## src/rtl/datapath_sequencer.sv

```systemverilog
// Layer sequencer for configurable_data_path: vertical-reg loads, pipeline wait, tile accumulation, result handshake.
// Optional feature macro SEQ_PERF_CNT_EN adds perf_stall_cnt (handshake stalls plus shift-wait cycles).
module datapath_sequencer #(
  parameter int unsigned PIPE_LAT    = 4,
  parameter int unsigned CNT_W       = 16,
  parameter int unsigned TILE_W      = 8,
  parameter int unsigned KERNEL_SIZE = 3
) (
  input  logic              clk,
  input  logic              rst,
  input  logic              start,
  input  logic [7:0]        cfg_com_type,
  input  logic [7:0]        cfg_kernel_size,
  input  logic [TILE_W-1:0] cfg_in_tiles,
  input  logic [TILE_W-1:0] cfg_out_tiles,
  input  logic [CNT_W-1:0]  cfg_pixels,
  input  logic              shift_done,
  input  logic              out_ready,
  output logic              virtical_reg_shift,
  output logic              virreg_input_sel,
  output logic              weight_read_en,
  output logic              acc_clear,
  output logic              out_valid,
  output logic              busy,
  output logic              done,
  output logic              cfg_err
`ifdef SEQ_PERF_CNT_EN
  ,
  output logic [31:0]       perf_stall_cnt
`endif
);

  localparam int unsigned WAIT_W = (PIPE_LAT > 1) ? $clog2(PIPE_LAT) : 1;
  localparam logic [7:0] COM_CONV   = 8'h01;
  localparam logic [7:0] COM_DWCONV = 8'h02;
  localparam logic [7:0] COM_PWCONV = 8'h03;

  typedef enum logic [2:0] {
    S_IDLE, S_LOAD, S_WAIT_SHIFT, S_PIPE, S_WRITE, S_FINISH
  } state_t;

  typedef struct packed {
    logic [7:0]        com_type;
    logic [TILE_W-1:0] in_tiles;
    logic [TILE_W-1:0] out_tiles;
    logic [CNT_W-1:0]  pixels;
  } cfg_t;

  state_t            state;
  cfg_t              cfg_q;
  logic [TILE_W-1:0] ic;
  logic [TILE_W-1:0] oc;
  logic [CNT_W-1:0]  pix;
  logic [WAIT_W-1:0] wait_cnt;

  logic cfg_legal;
  logic last_ic;
  logic last_pix;
  logic last_oc;

  // Legality of the incoming configuration, evaluated only when start is seen in IDLE.
  always_comb begin
    cfg_legal = 1'b1;
    if (cfg_com_type != COM_CONV && cfg_com_type != COM_DWCONV && cfg_com_type != COM_PWCONV)
      cfg_legal = 1'b0;
    if (cfg_kernel_size == 8'd0 || cfg_kernel_size > 8'(KERNEL_SIZE))
      cfg_legal = 1'b0;
    if (cfg_com_type == COM_PWCONV && cfg_kernel_size != 8'd1)
      cfg_legal = 1'b0;
    if (cfg_in_tiles == '0 || cfg_out_tiles == '0 || cfg_pixels == '0)
      cfg_legal = 1'b0;
  end

  // Depthwise layers never accumulate across input tiles.
  always_comb begin
    last_ic  = (cfg_q.com_type == COM_DWCONV) || (ic == cfg_q.in_tiles - TILE_W'(1));
    last_pix = (pix == cfg_q.pixels - CNT_W'(1));
    last_oc  = (oc == cfg_q.out_tiles - TILE_W'(1));
  end

  always_ff @(posedge clk or posedge rst) begin
    if (rst) begin
      state              <= S_IDLE;
      cfg_q              <= '0;
      ic                 <= '0;
      oc                 <= '0;
      pix                <= '0;
      wait_cnt           <= '0;
      virtical_reg_shift <= 1'b0;
      virreg_input_sel   <= 1'b0;
      weight_read_en     <= 1'b0;
      acc_clear          <= 1'b0;
      out_valid          <= 1'b0;
      busy               <= 1'b0;
      done               <= 1'b0;
      cfg_err            <= 1'b0;
    end else begin
      virtical_reg_shift <= 1'b0;
      weight_read_en     <= 1'b0;
      acc_clear          <= 1'b0;
      done               <= 1'b0;
      case (state)
        S_IDLE: begin
          if (start) begin
            if (cfg_legal) begin
              cfg_q              <= '{com_type: cfg_com_type, in_tiles: cfg_in_tiles,
                                      out_tiles: cfg_out_tiles, pixels: cfg_pixels};
              cfg_err            <= 1'b0;
              busy               <= 1'b1;
              ic                 <= '0;
              oc                 <= '0;
              pix                <= '0;
              virtical_reg_shift <= 1'b1;
              weight_read_en     <= 1'b1;
              acc_clear          <= 1'b1;
              state              <= S_LOAD;
            end else begin
              cfg_err <= 1'b1;
            end
          end
        end
        S_LOAD: state <= S_WAIT_SHIFT;
        S_WAIT_SHIFT: begin
          if (shift_done) begin
            wait_cnt <= WAIT_W'(PIPE_LAT - 1);
            state    <= S_PIPE;
          end
        end
        S_PIPE: begin
          if (wait_cnt != '0) begin
            wait_cnt <= wait_cnt - WAIT_W'(1);
          end else if (!last_ic) begin
            ic                 <= ic + TILE_W'(1);
            virreg_input_sel   <= ~virreg_input_sel;
            virtical_reg_shift <= 1'b1;
            weight_read_en     <= 1'b1;
            state              <= S_LOAD;
          end else begin
            out_valid <= 1'b1;
            state     <= S_WRITE;
          end
        end
        S_WRITE: begin
          // Counters advance only on the accepted handshake; the next pixel restarts accumulation.
          if (out_ready) begin
            out_valid        <= 1'b0;
            ic               <= '0;
            virreg_input_sel <= ~virreg_input_sel;
            if (last_pix && last_oc) begin
              pix   <= '0;
              oc    <= '0;
              done  <= 1'b1;
              state <= S_FINISH;
            end else begin
              if (last_pix) begin
                pix <= '0;
                oc  <= oc + TILE_W'(1);
              end else begin
                pix <= pix + CNT_W'(1);
              end
              virtical_reg_shift <= 1'b1;
              weight_read_en     <= 1'b1;
              acc_clear          <= 1'b1;
              state              <= S_LOAD;
            end
          end
        end
        S_FINISH: begin
          busy  <= 1'b0;
          state <= S_IDLE;
        end
        default: state <= S_IDLE;
      endcase
    end
  end

`ifdef SEQ_PERF_CNT_EN
  // Saturating count of cycles the layer is held up by downstream or by the shift handshake.
  always_ff @(posedge clk or posedge rst) begin
    if (rst) begin
      perf_stall_cnt <= '0;
    end else if (state == S_IDLE && start && cfg_legal) begin
      perf_stall_cnt <= '0;
    end else if (((out_valid && !out_ready) || state == S_WAIT_SHIFT) && perf_stall_cnt != '1) begin
      perf_stall_cnt <= perf_stall_cnt + 32'd1;
    end
  end
`endif

endmodule

```

## config.mk

```make
export PLATFORM = sky130hd
export DESIGN_NAME = datapath_sequencer
export DESIGN_NICKNAME = d
export VERILOG_FILES = /design/src/rtl/datapath_sequencer.sv
export SDC_FILE = /design/constraint.sdc
export NUM_CORES = 1
export LEC_CHECK = 0
export ABC_CLOCK_PERIOD_IN_PS = 7700
export CORE_MARGIN = 2
export CORE_UTILIZATION = 40
export DETAILED_ROUTE_END_ITERATION = 6
export SLEW_MARGIN = 30
export SYNTH_ARGS = -nofsm -noshare
export SYNTH_HDL_FRONTEND = slang
export SYNTH_SLANG_ARGS = --single-unit
```

## constraint.sdc

```tcl
create_clock -name clk -period 7.7 [get_ports clk]
set_input_delay 1.155 -clock clk [delete_from_list [all_inputs] [get_ports clk]]
set_output_delay 1.155 -clock clk [all_outputs]
set_load 0.05 [all_outputs]
```

# Word level (Yosys, flattened, before mapping)
# Index checks and enable logic that the tools add are counted.
[totals]
register_bits = 84
input_bits = 53
out_inout_bits = 8
elab_cells = 131
[op_classes]
n_mux = 54
n_reduce_logical = 29
n_lt_le_gt_ge = 1
n_addsub = 7
bitwise_logic = 1
eq_ne = 23
[op_table]
columns = ["op", "count"]
rows = [
  ["2-to-1 mux 16 bit", 5],
  ["2-to-1 mux 8 bit", 8],
  ["case mux 16 bit (2 select lines)", 1],
  ["logical NOT 8 bit", 3],
  ["case mux 8 bit (3 select lines)", 1],
  ["2-to-1 mux 1 bit", 22],
  ["2-to-1 mux 3 bit", 7],
  ["adder 16 x 1 -> 16 bit, second input constant", 1],
  ["adder 8 x 1 -> 8 bit, second input constant", 2],
  ["equality test 16 bit", 1],
  ["equality test 8 x 2 -> 1 bit, second input constant", 2],
  ["equality test 8 bit", 2],
  ["logical NOT 16 bit", 1],
  ["!= test 2 bit, second input constant", 8],
  ["!= test 8 x 1 -> 1 bit, second input constant", 2],
  ["!= test 8 x 2 -> 1 bit, second input constant", 2],
  ["case mux 8 bit (2 select lines)", 1],
  ["subtractor 16 x 1 -> 16 bit, second input constant", 1],
  ["subtractor 8 x 1 -> 8 bit, second input constant", 2],
  ["case mux 3 bit (5 select lines)", 1],
  ["AND reduction 4 bit", 3],
  ["AND reduction 5 bit", 2],
  ["nonzero test 2 bit", 5],
  ["AND reduction 3 bit", 3],
  ["other kinds (17)", 29],
]

# Depth between registers and ports, before layout
# Gate-level depths: netlist (run 1).
[logic_depth]
ltp_word = 10
mapped_depth = 12
ltp_nobuf = 10

# Least setup slack after synthesis (run 1)
# No wires, ideal clock.
[synth_path]
kind = "input port to flip-flop"
startpoint = "input cfg_com_type[6]"
endpoint = "register cfg_q[20] (netlist bit)"
arrival_time_ps = 3187
t_required_ps = 7575
path_stages = 6
slack_ps = 4388
setup_ps = 125
n_path_buf = 1
cell_sequence = "or4_1 -> a211oi_1 -> nand4_1 -> nor4_2 -> clkbuf_1 -> mux2_2"
[synth_via]
elab_chain_cells = 8
[synth_rtl]
columns = ["element", "line", "rtl"]
rows = [
  ["start: declaration", "12", "input logic [7:0] cfg_com_type,"],
  ["!= test 8 x 1 -> 1 bit / != test 8 x 2 -> 1 bit (equally long branches)", "64", "if (cfg_com_type != COM_CONV && cfg_com_type != COM_DWCONV && cfg_com_type != COM_PWCONV)"],
  ["logical AND 1 bit (2 in a row)", "64", ""],
  ["2-to-1 mux 1 bit", "64", ""],
  ["2-to-1 mux 1 bit", "66", "if (cfg_kernel_size == 8'd0 || cfg_kernel_size > 8'(KERNEL_SIZE))"],
  ["2-to-1 mux 1 bit *", "68", "if (cfg_com_type == COM_PWCONV && cfg_kernel_size != 8'd1)"],
  ["2-to-1 mux 1 bit *", "70", "if (cfg_in_tiles == '0 || cfg_out_tiles == '0 || cfg_pixels == '0)"],
  ["AND reduction 3 bit (no line) *", "n/a", ""],
  ["end signal: assignment", "106", "cfg_q <= '{com_type: cfg_com_type, in_tiles: cfg_in_tiles,"],
  ["end: declaration", "50", "cfg_t cfg_q;"],
]
# Every way passes the cells marked *; elsewhere a longest branch is shown, timed or not.
# A chain may end at the register's enable or synchronous reset.

# Worst setup path in the final report (run 1)
[layout_path]
startpoint = "input cfg_com_type[6]"
endpoint = "register oc[4]"
[layout_via]
elab_chain_cells = 9
[layout_rtl]
columns = ["element", "line", "rtl"]
rows = [
  ["!= test 8 x 1 -> 1 bit / != test 8 x 2 -> 1 bit (equally long branches)", "64", ""],
  ["logical AND 1 bit (2 in a row)", "64", ""],
  ["2-to-1 mux 1 bit", "64", ""],
  ["2-to-1 mux 1 bit", "66", ""],
  ["2-to-1 mux 1 bit *", "68", ""],
  ["2-to-1 mux 1 bit *", "70", ""],
  ["!= test 2 bit (no line) *", "n/a", ""],
  ["AND reduction 5 bit (no line) *", "n/a", ""],
  ["end signal: assignment", "157", "oc <= oc + TILE_W'(1);"],
  ["end: declaration", "52", "logic [TILE_W-1:0] oc;"],
]
# Marks and branches as above.

==> impl_metrics.py, run 1 <==
metrics = {
    "drt": {
        "vias_per_cell": 5.58,
        "vias": 4168,
        "wl_um": 12400,
        "ant_nets": 0,
        "drt-wirelength-per-cell_um": 16.5,
        "drt_iter0_drc": 191,
        "drcViolationCount": 0,
        "drt_pre_antenna_iters": 5,
    },
    "floorplanning": {
        "rows": 41,
        "die_h_um": 117,
        "initial_core_util_pct": 40.6,
        "dieArea_um2": 13600,
        "io_pins": 61,
        "core-area_um2": 12500,
        "die_x_um": 117,
    },
    "synth": {
        "synthArstFlopShare_pct": 100,
        "synth_simple_gate_area_share_pct": 24.8,
        "synth_nets": 585,
        "synth_top_area_share_pct": 41.4,
        "ys_ff_latch": 84,
        "muxShareOfSynthArea_pct": 6.99,
        "synth_xor_xnor_area_share_pct": 8.03,
        "netlist_area_um2": 5080,
        "synth_cells": 525,
        "synth_flop_cell": "dfrtp_1",
        "synth_most_common_cell": "dfrtp_1",
        "yosysTopAreaCell": "dfrtp_1",
        "yosysSeqAreaShare_pct": 41.4,
        "synth_edf_count": 0,
        "synth_top_family_by_area": "simple AND/OR/NAND/NOR gates",
        "synth_compound_area_share_pct": 13.5,
        "yosys_warnings": 0,
        "synth_area_leaders": "dfrtp_1 (41%), xor2_1 (4.5%), mux2_2 (4.2%)",
        "synth_area_per_cell_um2": 9.68,
        "synth_common_cells": "dfrtp_1 (84), nand2_1 (43), nor2_1 (27)",
        "ys_types": 69,
        "synth_adder_area_share_pct": 1.72,
    },
    "pwr": {
        "total_power_w": 0.00119,
        "ir_drop_mv": 0.102,
        "p_seq_share_pct": 42.9,
        "comb_power_share_pct": 20.5,
        "p_clk_share_pct": 36.6,
        "powerDensity_nw_per_um2": 195,
        "intPower_w": 0.000834,
        "p_sw_share_pct": 29.6,
        "p_leak_nw": 2.68,
        "p_sw_w": 0.000351,
    },
    "setup_path": {
        "cp.arrival_ps": 4240,
        "critPathKind": "in -> reg",
        "crit_chain": "clkdlybuf4s50_1, or4_1, a211oi_1, nand4_1, nor4_4, buf_4, a41oi_2, and2_1, a31oi_1, o31ai_2",
        "cp_max_fo": 42,
        "startpoint_type": "input pin",
        "cp_data_required_time_ps": 7920,
        "cp-end-kind": "flop",
        "cpPeakStageDelay_ps": 550,
        "slowest_stage": "buf_4",
    },
    "timing": {
        "drv_slew": 0,
        "rsz0062_at_grt": "no",
        "clock-skew-final_ps": 6.85,
        "final.period_utilization_pct": 52.2,
        "fin_ws_ps": 3680,
        "fin_crit_ps": 4020,
        "tns_ps": 0,
        "tightest_slew_ps": 775,
        "finalHoldViolCount": 0,
        "relSlewSlack_pct": 48.4,
        "setup_viol": 0,
        "fmax_mhz": 249,
    },
    "clock_tree": {
        "htree_levels": 3,
        "cts.repair.resized": 0,
        "clock_latency_ps": 340,
        "cts-buffers-inserted": 9,
        "cts_hold_buffers": 0,
        "cts_max_path_buffers": 2,
        "cts_tree": "done",
        "cts_sinks": 84,
        "path_clk_slew_ps": 60,
        "root_buffer": "clkbuf_16",
        "post-cts-setup-buffer-count": 0,
    },
    "finish": {
        "final_core_util_pct": 48.6,
        "nets": 632,
        "antenna_cells": 0,
        "drive_gt1_share_pct": 10.1,
        "synthToLayoutAreaGrowth_pct": 19.7,
    },
    "run": {
        "maxCapViolations": 0,
    },
    "global_routing": {
        "overflow": 0,
        "grt_max_degree": 85,
        "track_usage_pct": 19.0,
        "grt_antenna_before_repair": 0,
        "grt_pass1_vias": 4075,
        "grt_pass1_wl_um": 20000,
    },
    "placement": {
        "io_buffers": 60,
        "gp_congestion": 0.823,
        "place_ws_ps": 3310,
        "hpwl_um": 9080,
    },
    "worst_hold_path": {
        "holdCritPathClass": "reg -> reg",
    },
    "run_status": {
        "outcome": "complete, no violations",
    },
}
-- sequential cells by signal, summed over array words and instances (netlist names) --
name	cells
busy	1
cfg_err	1
acc_clear	1
pix	16
state	3
wait_cnt	2
weight_read_en	1
virreg_input_sel	1
oc	8
cfg_q	40
out_valid	1
done	1
ic	8
-- layout make-up --
class,count,area [um^2]
repair buffers,62,619
clock buffers,12,256
inverters,13,50.0
clock inverters,2,35.0
multi-input cells,402,2810
fillers,1159,6430
flip-flops and latches,84,2100
well taps,172,215
-- cells in the final DEF, fill, tap and decap left out, drive strengths merged, types with 8 or more instances in the layout --
cell type / instances
nand3: 17
nor4: 21
nor3: 17
xor2: 26
nand2b: 11
inv: 12
and3: 13
a211oi: 8
nor2b: 10
a21oi: 15
o21ai: 38
clkbuf: 12
nand2: 44
o31ai: 8
clkdlybuf4s50: 60
mux2: 28
dfrtp: 84
or4: 9
xnor2: 18
nor2: 28
-- metal layers --
| metal | routed length, um | global-route usage (%) |
|---|---|---|
| met3 | 479 | 3.43 |
| met2 | 5930 | 31.8 |
| met5 | 0 | 0 |
| met4 | 217 | 7.22 |
| met1 | 5730 | 24.6 |
-- per-stage QoR --
step	hold slack (ps)	cells	cell area, um^2
3_3_place_gp	463	733	5790
2_1_floorplan	449	525	5080
3_5_place_dp	466	733	5790
5_1_grt	479	747	6080
6_report	472	747	6080
4_1_cts	476	747	6080
-- power groups by stage --
stage,Combinational [W],Clock (W),Sequential (W)
after floorplan,0.000157,0,0.000517
after global placement,0.000238,0,0.000514
after detailed placement,0.000243,0,0.000516
after CTS,0.000244,0.000444,0.000508
after global routing,0.000269,0.000464,0.000513
final,0.000242,0.000434,0.000509
-- worst max-delay path: cells and delay by family --
family | cells | cell delay (ps)
AND/OR/NAND/NOR | 4 | 1490
buffers and inverters | 2 | 940
AO/OA/AOI/OAI | 4 | 640
-- cell families after synthesis --
| logic type | count (synthesis) |
|---|---|
| mux | 32 |
| xor+xnor | 45 |
| flops | 84 |
| compound gates | 102 |
| fa+ha+maj | 7 |
| buf+inv | 39 |
| simple gates | 216 |
-- path summary, 6_finish.rpt --
path	startpoint	endpoint	slack, ps	cells past startpoint
max	cfg_com_type[6]	oc[4]	3680	10
min	virreg_input_sel	virreg_input_sel	470	1
max reg2reg	cfg_q[0]	oc[4]	4600	10
min reg2reg	virreg_input_sel	virreg_input_sel	470	1
max in group asynchronous	rst	pix[6]	5830	3
min in group asynchronous	rst	cfg_q[22]	1350	3
No activity file was read; power rests on OpenSTA's default activity.
==> inputs of run 2 (changes only) <==
- ABC_CLOCK_PERIOD_IN_PS: 7700 -> 3900
- clock period: 7.7 -> 3.9 ns (I/O delays scaled with it)
==> impl_metrics.py, run 2 (synthesis gave the netlist of run 1 again) <==
metrics = {
    "setup_path": {
        "critPathKind": "reg -> reg",
        "cp-end-kind": "flop",
        "r2r_start": "cfg_q[0]",
        "startpoint_type": "flop",
        "cp_max_fo": 6,
        "r2r_slack_ps": 710,
        "reg2regPathDepth": 10,
        "crit_end": "weight_read_en",
        "r2r_end": "weight_read_en",
        "cp.arrival_ps": 3400,
        "critPathLaunch": "cfg_q[0]",
        "cp_data_required_time_ps": 4120,
    },
    "worst_hold_path": {
        "holdCritPathClass": "reg -> reg",
    },
    "global_routing": {
        "grt_pass1_vias": 4077,
        "grt_pass1_wl_um": 19800,
        "grt_antenna_before_repair": 0,
        "grt_max_degree": 35,
        "overflow": 0,
        "track_usage_pct": 18.9,
    },
    "floorplanning": {
        "initial_core_util_pct": 40.6,
        "io_pins": 61,
        "die_x_um": 117,
        "dieArea_um2": 13600,
        "core-area_um2": 12500,
        "die_h_um": 117,
        "rows": 41,
    },
    "pwr": {
        "ir_drop_mv": 0.244,
        "powerDensity_nw_per_um2": 383,
        "intPower_w": 0.00164,
        "comb_power_share_pct": 20.3,
        "p_sw_w": 0.000710,
        "p_clk_share_pct": 37.1,
        "p_sw_share_pct": 30.2,
        "p_seq_share_pct": 42.5,
        "p_leak_nw": 2.70,
        "total_power_w": 0.00235,
    },
    "timing": {
        "finalHoldViolCount": 0,
        "fin_crit_ps": 3190,
        "relSlewSlack_pct": 61.6,
        "clock-skew-final_ps": 7.38,
        "tightest_slew_ps": 569,
        "final.period_utilization_pct": 81.7,
        "fmax_mhz": 314,
        "drv_slew": 0,
        "setup_viol": 0,
        "tns_ps": 0,
        "rsz0062_at_grt": "no",
        "hold_ws_ps": 473,
    },
    "clock_tree": {
        "cts_hold_buffers": 0,
        "path_clk_slew_ps": 60,
        "root_buffer": "clkbuf_16",
        "htree_levels": 3,
        "cts.repair.resized": 0,
        "cts_max_path_buffers": 2,
        "cts_tree": "done",
        "cts_sinks": 84,
        "post-cts-setup-buffer-count": 0,
        "cts-buffers-inserted": 9,
        "clock_latency_ps": 350,
    },
    "finish": {
        "regMostFlops": "cfg_q",
        "final_common_cell": "dfrtp_1",
        "mostFrequentLayoutCells": "dfrtp_1 (84), clkdlybuf4s50_1 (60), nand2_1 (43), nor2_1 (27), xor2_1 (26)",
        "synthToLayoutAreaGrowth_pct": 20.4,
        "largest_reg_flops": 40,
        "nets": 636,
        "antenna_cells": 0,
        "drive_gt1_share_pct": 11.2,
        "fill_cells": 1233,
        "top_regs": "cfg_q x40, pix x16",
    },
    "drt": {
        "wl_um": 12200,
        "ant_nets": 0,
        "drt-wirelength-per-cell_um": 16.2,
        "drt_iter0_drc": 310,
        "drt_pre_antenna_iters": 4,
        "vias": 4139,
        "vias_per_cell": 5.50,
        "drcViolationCount": 0,
    },
    "placement": {
        "hpwl_um": 9160,
        "io_buffers": 60,
        "gp_congestion": 0.821,
    },
    "run": {
        "maxCapViolations": 0,
    },
    "run_status": {
        "outcome": "complete, no violations",
    },
}
[run 2: final cells by class]
type,instances,area [um^2],area share [%]
Tap cell,172,215,3.52
Sequential cell,84,2100,34.3
Clock buffer,10,239,3.90
Timing Repair Buffer,66,646,10.5
Multi-Input combinational cell,402,2810,45.8
Clock inverter,6,63.8,1.04
Inverter,13,50.0,0.818
[run 2: power groups by stage]
stage / logic [W] / clock network [W] / registers [W]
3_5_place_dp: 0.000480 / 0 / 0.00101
5_1_grt: 0.000536 / 0.000940 / 0.00101
3_3_place_gp: 0.000466 / 0 / 0.00101
6_report: 0.000477 / 0.000871 / 0.000998
4_1_cts: 0.000482 / 0.000900 / 0.000997
2_1_floorplan: 0.000309 / 0 / 0.00102
[run 2: how the worst min path moves through the flow]
stage	startpoint	endpoint	slack [ps]	cells past startpoint
floorplan	cfg_q[33]	cfg_q[33]	450	1
global placement	virreg_input_sel	virreg_input_sel	460	1
detailed placement	virreg_input_sel	virreg_input_sel	460	1
CTS	virreg_input_sel	virreg_input_sel	470	1
global route	virreg_input_sel	virreg_input_sel	510	1
finish	virreg_input_sel	virreg_input_sel	470	1
[run 2: metal layers]
| layer | vias up | routed length [um] | part of all wire (%) | track usage [%] |
|---|---|---|---|---|
| met3 | 11 | 528 | 4.3 | 4.83 |
| met2 | 87 | 5970 | 49 | 32.2 |
| li1 | 2032 | - | - | - |
| met4 | 0 | 137 | 1.1 | 4.94 |
| met5 | - | 0 | 0 | 0 |
| met1 | 2009 | 5560 | 46 | 23.8 |
[run 2: critical path, stage by stage, from the launching register on]
cell,delay [ps]
dfrtp_1,420
inv_1,90
ha_1,260
nor3b_2,390
a21oi_1,110
or4b_1,530
a221oi_1,450
nand3_1,170
nand4bb_1,250
a21o_1,240
nand2b_1,150
[run 2: per-stage QoR]
step	instances	setup slack, ps	utilization (%)	area (um^2)
floorplan	525	1130	-	5080
global route	753	533	48.9	6120
finish	753	715	48.9	6120
global placement	737	628	46.5	5820
CTS	753	738	48.9	6120
detailed placement	737	590	46.5	5820
==> inputs of run 3 (changes only) <==
- ABC_CLOCK_PERIOD_IN_PS: 3900 -> 3060
- clock period: 3.9 -> 3.06 ns (I/O delays scaled with it)
==> impl_metrics.py, run 3 (synthesis gave the netlist of run 1 again) <==
metrics = {
    "drt": {
        "drt_iter0_drc": 261,
        "wl_um": 12600,
        "drcViolationCount": 0,
        "drt_pre_antenna_iters": 6,
        "vias": 4229,
        "vias_per_cell": 5.51,
        "ant_nets": 0,
        "drt-wirelength-per-cell_um": 16.3,
    },
    "placement": {
        "io_buffers": 60,
        "dpl_cell_area_um2": 5940,
        "gp_congestion": 0.849,
        "place_ws_ps": 21.9,
        "hpwl_um": 9230,
    },
    "finish": {
        "antenna_cells": 0,
        "mostFrequentLayoutCells": "dfrtp_1 (84), clkdlybuf4s50_1 (60), nand2_1 (43), nor2_1 (27), xor2_1 (26)",
        "design_area_um2": 6270,
        "drive_gt1_share_pct": 13.3,
        "synthToLayoutAreaGrowth_pct": 23.4,
        "regMostFlops": "cfg_q",
        "fill_cells": 1184,
        "top_regs": "cfg_q x40, pix x16",
        "largest_reg_flops": 40,
        "final_common_cell": "dfrtp_1",
        "nets": 651,
    },
    "clock_tree": {
        "htree_levels": 3,
        "root_buffer": "clkbuf_16",
        "cts_max_path_buffers": 2,
        "path_clk_slew_ps": 70,
        "cts_tree": "done",
        "cts_sinks": 84,
        "cts_hold_buffers": 0,
        "clock_latency_ps": 350,
        "cts-buffers-inserted": 9,
    },
    "timing": {
        "fin_ws_ps": 109,
        "tightest_slew_ps": 574,
        "drv_slew": 0,
        "fmax_mhz": 339,
        "finalHoldViolCount": 0,
        "hold_ws_ps": 469,
        "final.period_utilization_pct": 96.4,
        "setup_viol": 0,
        "clock-skew-final_ps": 11.1,
        "fin_crit_ps": 2950,
        "tns_ps": 0,
        "relSlewSlack_pct": 61.2,
    },
    "pwr": {
        "powerDensity_nw_per_um2": 485,
        "ir_drop_mv": 0.388,
        "p_leak_nw": 2.79,
        "total_power_w": 0.00304,
    },
    "floorplanning": {
        "core-area_um2": 12500,
        "die_h_um": 117,
        "rows": 41,
        "die_x_um": 117,
        "initial_core_util_pct": 40.6,
        "dieArea_um2": 13600,
        "io_pins": 61,
    },
    "global_routing": {
        "track_usage_pct": 19.4,
        "grt_max_degree": 85,
        "overflow": 0,
        "grt_util_met1_pct": 24.5,
        "grt_pass1_vias": 4184,
        "grt_pass1_wl_um": 20400,
        "grt_antenna_before_repair": 0,
        "grtUsageMet2_pct": 32.4,
        "grt-busiest-layer": "met2",
        "grt_use_met3_pct": 5.92,
    },
    "run_status": {
        "outcome": "complete, no violations",
    },
    "worst_hold_path": {
        "holdCritPathClass": "reg -> reg",
        "min_to": "virreg_input_sel",
        "hp-start": "virreg_input_sel",
        "worstHoldPathCells": 1,
    },
    "setup_path": {
        "cp_max_fo": 9,
        "critPathLaunch": "cfg_q[2]",
        "reg2regPathDepth": 8,
        "cp_data_required_time_ps": 3300,
        "r2r_slack_ps": 110,
        "cp-end-kind": "flop",
        "r2r_start": "cfg_q[2]",
        "r2r_end": "weight_read_en",
        "cp.arrival_ps": 3190,
        "startpoint_type": "flop",
        "critPathKind": "reg -> reg",
    },
    "run": {
        "maxCapViolations": 0,
    },
}
-- run 3: cell types whose count changed in the layout (fill, tap and decap cells not counted) --
cell / previous run / this run
a221oi_1: 2 / 1
a221oi_2: 0 / 1
a21oi_2: 2 / 1
nor3b_4: 0 / 1
buf_4: 6 / 19
clkinvlp_4: 2 / 0
buf_12: 0 / 2
nor3b_2: 1 / 0
clkbuf_1: 0 / 2
a21oi_4: 0 / 1
-- run 3: final cells by class --
cell class,count,area [um^2],share of cell area (%)
Sequential cell,84,2100,33.5
Clock buffer,12,246,3.93
Inverter,13,50.0,0.798
Multi-Input combinational cell,402,2830,45.1
Tap cell,172,215,3.43
Clock inverter,4,48.8,0.778
Timing Repair Buffer,81,783,12.5
-- run 3: how the worst max path moves through the flow --
stage | to | slack (ps) | cells after the start
6_report | weight_read_en | 110 | 8
5_1_grt | weight_read_en | -8 | 8
4_1_cts | weight_read_en | 50 | 8
3_5_place_dp | cfg_q[12] | 20 | 7
3_3_place_gp | cfg_q[3] | 90 | 7
2_1_floorplan | oc[5] | 290 | 11
-- run 3: repair_timing --
item | in CTS | in global routing
buffers inserted | 0 | 2
resized for setup | 0 | 3
setup endpoints to repair | 0 | 5
-- run 3: per-layer routing --
metal	vias to the layer above	share of wire (%)
met1	2056	45
met5	-	0
met3	14	5.3
li1	2055	-
met4	0	1.4
met2	104	48
-- run 3: worst max-delay path, stage by stage (launching register included) --
cell	delay (ps)
dfrtp_1	490
or4_4	600
nor4_1	430
nand3_1	220
a221oi_2	350
nand3_1	130
nand4bb_1	240
a21o_1	230
nand2b_1	140
-- run 3: stage by stage --
stage	utilization (%)	instances
CTS	49.8	766
global route	50.1	768
global placement	47.5	750
detailed placement	47.5	750
finish	50.1	768
floorplan	-	525
-- run 3: report_power, final --
group | internal [W] | total [W] | switching, W
combinational | 0.000296 | 0.000664 | 0.000368
sequential | 0.00118 | 0.00128 | 0.0000982
clock | 0.000654 | 0.00110 | 0.000447
total | 0.00213 | 0.00304 | 0.000913
